[config.mk]
export PLATFORM = sky130hd
export DESIGN_NAME = pipe_ctrl
export DESIGN_NICKNAME = d
export VERILOG_FILES = /design/src/rtl/pipe_ctrl.sv
export SDC_FILE = /design/constraint.sdc
export NUM_CORES = 1
export LEC_CHECK = 0
export ABC_AREA = 0
export BUFFER_PORTS_ARGS = -buffer_cell sky130_fd_sc_hd__buf_2
export CORE_UTILIZATION = 40
export DETAILED_ROUTE_END_ITERATION = 12
export SLEW_MARGIN = 10
export SYNTH_ARGS = -nofsm -noshare
export SYNTH_HDL_FRONTEND = slang
export SYNTH_SLANG_ARGS = --single-unit
export TNS_END_PERCENT = 30
[constraint.sdc]
create_clock -name clk -period 1.89 [get_ports clk]
set_input_delay 0.189 -clock clk [delete_from_list [all_inputs] [get_ports clk]]
set_output_delay 0.189 -clock clk [all_outputs]
set_load 0.02 [all_outputs]
[src/rtl/pipe_ctrl.sv]
// Central sequencer for the IF->ID->EX pipe: stall/enables, valids, MUL hold, halt.
// Optional hold-cycle counter port enabled by PIPE_CTRL_PERF_EN.
module pipe_ctrl #(
  parameter logic [3:0]  MUL_OPCODE  = 4'hA,
  parameter int unsigned MUL_LAT     = 4,
  parameter logic [3:0]  HALT_OPCODE = 4'hF,
  parameter int unsigned CNT_W       = 16
) (
  input  logic             clk,
  input  logic             rstn,
  input  logic             start,
  input  logic             halt_req,
  input  logic [3:0]       fetch_opcode,
  output logic             stall,
  output logic             id_en,
  output logic             ex_en,
  output logic             id_valid,
  output logic             ex_valid,
  output logic             ex_busy,
  output logic             halted,
`ifdef PIPE_CTRL_PERF_EN
  output logic [CNT_W-1:0] hold_cnt,
`endif
  output logic [CNT_W-1:0] retire_cnt
);

  localparam logic [3:0] LP_MUL_LD = 4'(MUL_LAT - 1);

  typedef enum logic [2:0] {
    S_IDLE,
    S_RUN,
    S_DRAIN,
    S_HALTED,
    S_SKIP
  } state_t;

  state_t           r_state;
  state_t           w_nxt;
  logic [3:0]       r_ex_cnt;
  logic             r_id_valid;
  logic             r_ex_valid;
  logic [3:0]       r_id_op;
  logic [3:0]       r_ex_op;
  logic             r_halt_by_op;
  logic [CNT_W-1:0] r_retire;
`ifdef PIPE_CTRL_PERF_EN
  logic [CNT_W-1:0] r_hold_cnt;
`endif

  logic w_hold;
  logic w_ex_done;
  logic w_is_halt_op;
  logic w_stop;
  logic w_id_load;
  logic w_id_clr;
  logic w_ex_adv;
  logic w_hbo_ld;

  assign w_hold       = (r_ex_cnt != 4'd0);
  assign w_ex_done    = r_ex_valid && !w_hold;
  assign w_is_halt_op = (fetch_opcode == HALT_OPCODE);
  assign w_stop       = halt_req || w_is_halt_op;

  always_comb begin
    w_nxt     = r_state;
    stall     = 1'b1;
    id_en     = 1'b0;
    ex_en     = 1'b0;
    w_id_load = 1'b0;
    w_id_clr  = 1'b0;
    w_ex_adv  = 1'b0;
    w_hbo_ld  = 1'b0;
    unique case (r_state)
      S_IDLE: begin
        if (start) w_nxt = S_RUN;
      end
      S_RUN: begin
        if (!w_hold) begin
          ex_en    = 1'b1;
          w_ex_adv = 1'b1;
          if (w_stop) begin
            // PC stays parked on the instruction that caused the stop
            w_id_clr = 1'b1;
            w_hbo_ld = 1'b1;
            w_nxt    = S_DRAIN;
          end else begin
            stall     = 1'b0;
            id_en     = 1'b1;
            w_id_load = 1'b1;
          end
        end
      end
      S_DRAIN: begin
        if (!w_hold) begin
          ex_en    = 1'b1;
          w_ex_adv = 1'b1;
          w_id_clr = 1'b1;
          if (!r_id_valid) w_nxt = S_HALTED;
        end
      end
      S_HALTED: begin
        if (start) w_nxt = r_halt_by_op ? S_SKIP : S_RUN;
      end
      S_SKIP: begin
        stall = 1'b0;
        w_nxt = S_RUN;
      end
      default: w_nxt = S_IDLE;
    endcase
  end

  always_ff @(posedge clk) begin
    if (!rstn) begin
      r_state      <= S_IDLE;
      r_ex_cnt     <= '0;
      r_id_valid   <= 1'b0;
      r_ex_valid   <= 1'b0;
      r_id_op      <= '0;
      r_ex_op      <= '0;
      r_halt_by_op <= 1'b0;
      r_retire     <= '0;
    end else begin
      r_state <= w_nxt;
      if (w_hold) r_ex_cnt <= r_ex_cnt - 4'd1;
      if (w_ex_done) r_retire <= r_retire + 1'b1;
      if (w_id_load) begin
        r_id_valid <= 1'b1;
        r_id_op    <= fetch_opcode;
      end else if (w_id_clr) begin
        r_id_valid <= 1'b0;
      end
      if (w_ex_adv) begin
        r_ex_valid <= r_id_valid;
        r_ex_op    <= r_id_op;
        if (r_id_valid && (r_id_op == MUL_OPCODE))
          r_ex_cnt <= LP_MUL_LD;
      end
      // opcode cause wins when halt_req arrives together with HALT
      if (w_hbo_ld) r_halt_by_op <= w_is_halt_op;
    end
  end

`ifdef PIPE_CTRL_PERF_EN
  always_ff @(posedge clk) begin
    if (!rstn) begin
      r_hold_cnt <= '0;
    end else if (w_hold) begin
      r_hold_cnt <= r_hold_cnt + 1'b1;
    end
  end

  assign hold_cnt = r_hold_cnt;
`endif

  assign id_valid   = r_id_valid;
  assign ex_valid   = r_ex_valid;
  assign ex_busy    = w_hold && (r_ex_op == MUL_OPCODE);
  assign halted     = (r_state == S_HALTED);
  assign retire_cnt = r_retire;

endmodule

# After elaboration in Yosys (flattened, before gate mapping)
# Index checks and enable logic that the tools add are counted.
[totals]
latchBits = 0
inputBits = 8
rom_bits = 0
word_cells = 57
reg_bits = 34
mem_count = 0
out_inout_bits = 23
mem_bits_rw = 0
[op_classes]
eq_ne = 13
muxes = 24
bitwise_logic = 0
n_shift = 0
reduce_logical = 10
n_div = 0
magnitude_cmp = 0
n_mul = 0
add_sub_neg = 2
[ops]
columns = ["op", "count"]
rows = [
  ["$mux W3", 7],
  ["$add A16 B1 Y16 const B", 1],
  ["$pmux W3 S5", 1],
  ["$eq A4 B4 Y1 const B", 3],
  ["$mux W4", 3],
  ["$ne A2 B2 Y1 const B", 6],
  ["$mux W1", 11],
  ["$eq A3 B2 Y1 const B", 2],
  ["$reduce_and A6 Y1", 1],
  ["$pmux W1 S2", 2],
  ["$reduce_bool A4 Y1", 1],
  ["$sub A4 B1 Y4 const B", 1],
  ["$eq A3 B1 Y1 const B", 1],
  ["$eq A3 B3 Y1 const B", 1],
  ["$logic_and A1 B1 Y1", 3],
  ["$logic_not A3 Y1", 1],
  ["$reduce_bool A2 Y1", 1],
  ["$reduce_or A2 Y1", 1],
  ["$logic_not A1 Y1", 1],
  ["$logic_or A1 B1 Y1", 1],
]

# Depth between registers and ports, before layout
[logic_depth]
ltp_word = 7
ltp_mapped = 7

# Least setup slack after synthesis
# Ideal clock, no wire load.
[synth_timing]
path_type = "register -> output"
start = "reg r_ex_cnt[0]"
end = "out stall"
stages_incl_launch_ff = 7
t_required_ps = 1701
arrival_ps = 1786
path_slack_ps = -85
cell_sequence = "dfxtp_1 inv_1 ha_1 nor3b_1 nand4b_1 inv_1 a21oi_1"
[synth_via]
elab_chain_len = 3
[synth_lines]
columns = ["item", "line_no", "text"]
rows = [
  ["start: declaration", "39", "logic [3:0] r_ex_cnt;"],
  ["start signal: assignment", "124", "if (w_hold) r_ex_cnt <= r_ex_cnt - 4'd1;"],
  ["$reduce_bool A4 Y1", "59", "assign w_hold = (r_ex_cnt != 4'd0);"],
  ["$mux W1", "78", "if (!w_hold) begin"],
  ["$pmux W1 S2", "73", "unique case (r_state)"],
  ["end: declaration", "14", "output logic stall,"],
]
# Every way passes these cells.

# Final worst setup path
[layout_timing]
start = "reg r_ex_cnt[0]"
end = "out ex_en"
[layout_via]
elab_chain_len = 3
[layout_lines]
columns = ["item", "line_no", "text"]
rows = [
  ["$reduce_bool A4 Y1", "59", ""],
  ["$mux W1", "78, 94", ""],
  ["$mux W1", "-", ""],
  ["end: declaration", "16", "output logic ex_en,"],
]
# Every way passes these cells.

==> reports/metrics.yaml <==
outcome: "finished, final reports clean"
layout.cells.non_filler: 265
end_kind: "output pin"
coreArea_sq_mm: 0.00372
cts_sinks: 34
cts_max_level: 2
hp-class: "in -> reg"
async_flop_share_pct: 0
syn-instance-count: 176
yosys_warnings: 0
fin_nets: 226
drv_slew: 0
netlist_area_sq_mm: 0.00158
grt_use_total_pct: 19.9
vias_per_cell: 5.23
clkTransAtPathRegs_ns: 0.07
hpwlAfterDp_microns: 2530
peakVddDrop_uv: 424
final-setup-viol-count: 0
cts.path.max_buffers: 2
min_period_ns: 1.89
multi_input_area_sq_um: 861
initial_core_util_pct: 42.4
crit_required_ns: 1.70
grt_max_degree: 29
synth.distinct_cells: 37
power.total_uw: 2220
critical_path.startpoint_type: "flip-flop"
wirelength_microns: 3620
insertion_delay_ns: 0.29
grt_pass1_vias: 1293
root_buffer: "clkbuf_8"
drt-wirelength-per-cell_microns: 13.7
synth_fp_nets: 186
grt-ovfl-total: 0
rsz0062_at_grt: "true"
p_leak_uw: 0.000843
layout_common_cells: "dfxtp_1, buf_2, nor2_1"
slowest_stage: "or3b_4"
dp_cells: 253
crit_top_cell: "inv_2"
skew_ns: 0.00395
drive_gt1_share_pct: 27.6
io_buffers: 30
worstMarginPinSlew_ns: 0.496
yosys_register_bits: 34
fmax_mhz: 529
area_growth_syn_to_layout_pct: 24.5
crit_fanout: 2
grt_pass1_wl_microns: 6280
utilization_pct: 52.8
first_pass_iters: 4
dpl_cell_area_sq_mm: 0.00179
dieArea_sq_mm: 0.00419
final_cell_area_sq_mm: 0.00196
ios: 31
ys.flop_type: "dfxtp_1"
period_share_pct: 100
seqCellArea_sq_um: 683
fillerInstances: 357
p_per_area_mw_per_mm2: 1130
place_congestion: 0.770
cts_inserted_buffers: 5
synth_edf_count: 0
cp_cell_sequence: "inv_2 > ha_4 > or3b_4 > or3_4 > inv_2 > buf_6"
drt_iter0_markers: 77
die_y_microns: 64.8
drc_errors: 0
critical_path_class: "reg -> out"
cts_tree: "done"
path_buf_inv: 3
antenna_found_initial: 0
vias: 1386
syn_avg_cell_area_sq_um: 8.95
antennaDiodeCount: 0
final_common_cell: "dfxtp_1"
yosysSeqAreaShare_pct: 43.2
arrival_ns: 1.70
die_w_microns: 64.8
rows: 22
cts_hold_buf: 0
drv_cap: 0
detail-route-antenna-nets: 0
finalHoldViolCount: 0
cpPeakStageDelay_ns: 0.38
slew_headroom_pct: 66.9
critical_path.top_delay_family: "simple AND/OR/NAND/NOR gates"
==> registers in the layout, indices dropped and copies added, names as in the netlist <==
| name | count |
|---|---|
| retire_cnt | 16 |
| r_ex_cnt | 4 |
| r_ex_op | 4 |
| r_id_op | 4 |
| r_state | 3 |
| ex_valid | 1 |
| id_valid | 1 |
| r_halt_by_op | 1 |
==> worst paths after layout <==
check                        from        endpoint  slack, ns  cells after the start
setup / recovery      r_ex_cnt[0]           ex_en     0.0007                      6
hold / removal    fetch_opcode[2]      r_id_op[2]       0.18                      3
setup reg to reg      r_ex_cnt[0]  retire_cnt[10]       0.06                      7
hold reg to reg    retire_cnt[15]  retire_cnt[15]       0.47                      2
==> worst register-to-register path: cells and delay by family (launching register included) <==
kind / cells / cell delay [ns]
xor+xnor: 1 / 0.18
fa+ha+maj: 1 / 0.13
buf+inv: 2 / 0.26
flops: 1 / 0.33
simple gates: 3 / 0.81
==> cells in the mapped netlist, drive strengths merged (5+ instances only) <==
master	count	area share, %
nor4	7	2.8
nand3	9	2.9
xnor2	11	6.1
nand2	9	2.1
nor2	24	5.7
mux2i	13	8.3
inv	9	2.1
nor3	7	2.9
a21oi	8	2.5
dfxtp	34	43
nand2b	5	2.0
buf	5	2.2
==> power by group <==
part / switching, uW / leakage (uW) / total (uW) / internal (uW)
clock: 259 / 0.0000482 / 553 / 294
combinational: 401 / 0.000520 / 793 / 392
sequential: 87.0 / 0.000276 / 870 / 783
total: 748 / 0.000843 / 2220 / 1470
==> area by class of cell <==
class / instances / area share [%]
multi-input cells: 126 / 43.9
repair buffers: 40 / 11.8
inverters: 9 / 1.72
clock inverters: 1 / 0.255
well taps: 48 / 3.06
clock buffers: 7 / 4.40
flip-flops and latches: 34 / 34.8
==> per-stage QoR <==
stage	setup WS (ns)	hold slack [ns]	setup TNS (ns)
after CTS	0.00947	0.169	0
after global placement	0.0544	0.450	0
final	0.000706	0.176	0
after floorplan	0.0889	0.333	0
after global routing	-0.0384	0.189	-0.0561
after detailed placement	-0.0141	0.464	-0.0295
==> cell families (layout without fill, tap and decap cells) <==
kind of cell               count (synthesis)  count (layout)  synth area share, %
muxes                                     13              13                 8.26
AOI/OAI and AO/OA                         17              17                 6.83
xor gates and xnor gates                  13              13                 7.23
adders and majority gates                  2               2                 1.59
DFF                                       34              34                 43.2
buffers and inverters                     16              57                 4.84
and+or+nand+nor                           81              81                 28.0
==> metal layers <==
metal / GRT usage (%) / vias up / wire [microns]
met5: 0 / - / 0
met4: 9.17 / 0 / 58
met3: 5.81 / 5 / 118
met2: 31.8 / 24 / 1750
met1: 24.5 / 666 / 1690
li1: - / 691 / -
==> what timing repair did <==
action	in CTS	in global routing
gates resized for setup	12	2
pin swaps	2	1
setup buffers	4	0
gates cloned	0	0
setup endpoints to repair	7	4
Note: power is estimated with default switching activity, not from simulation.
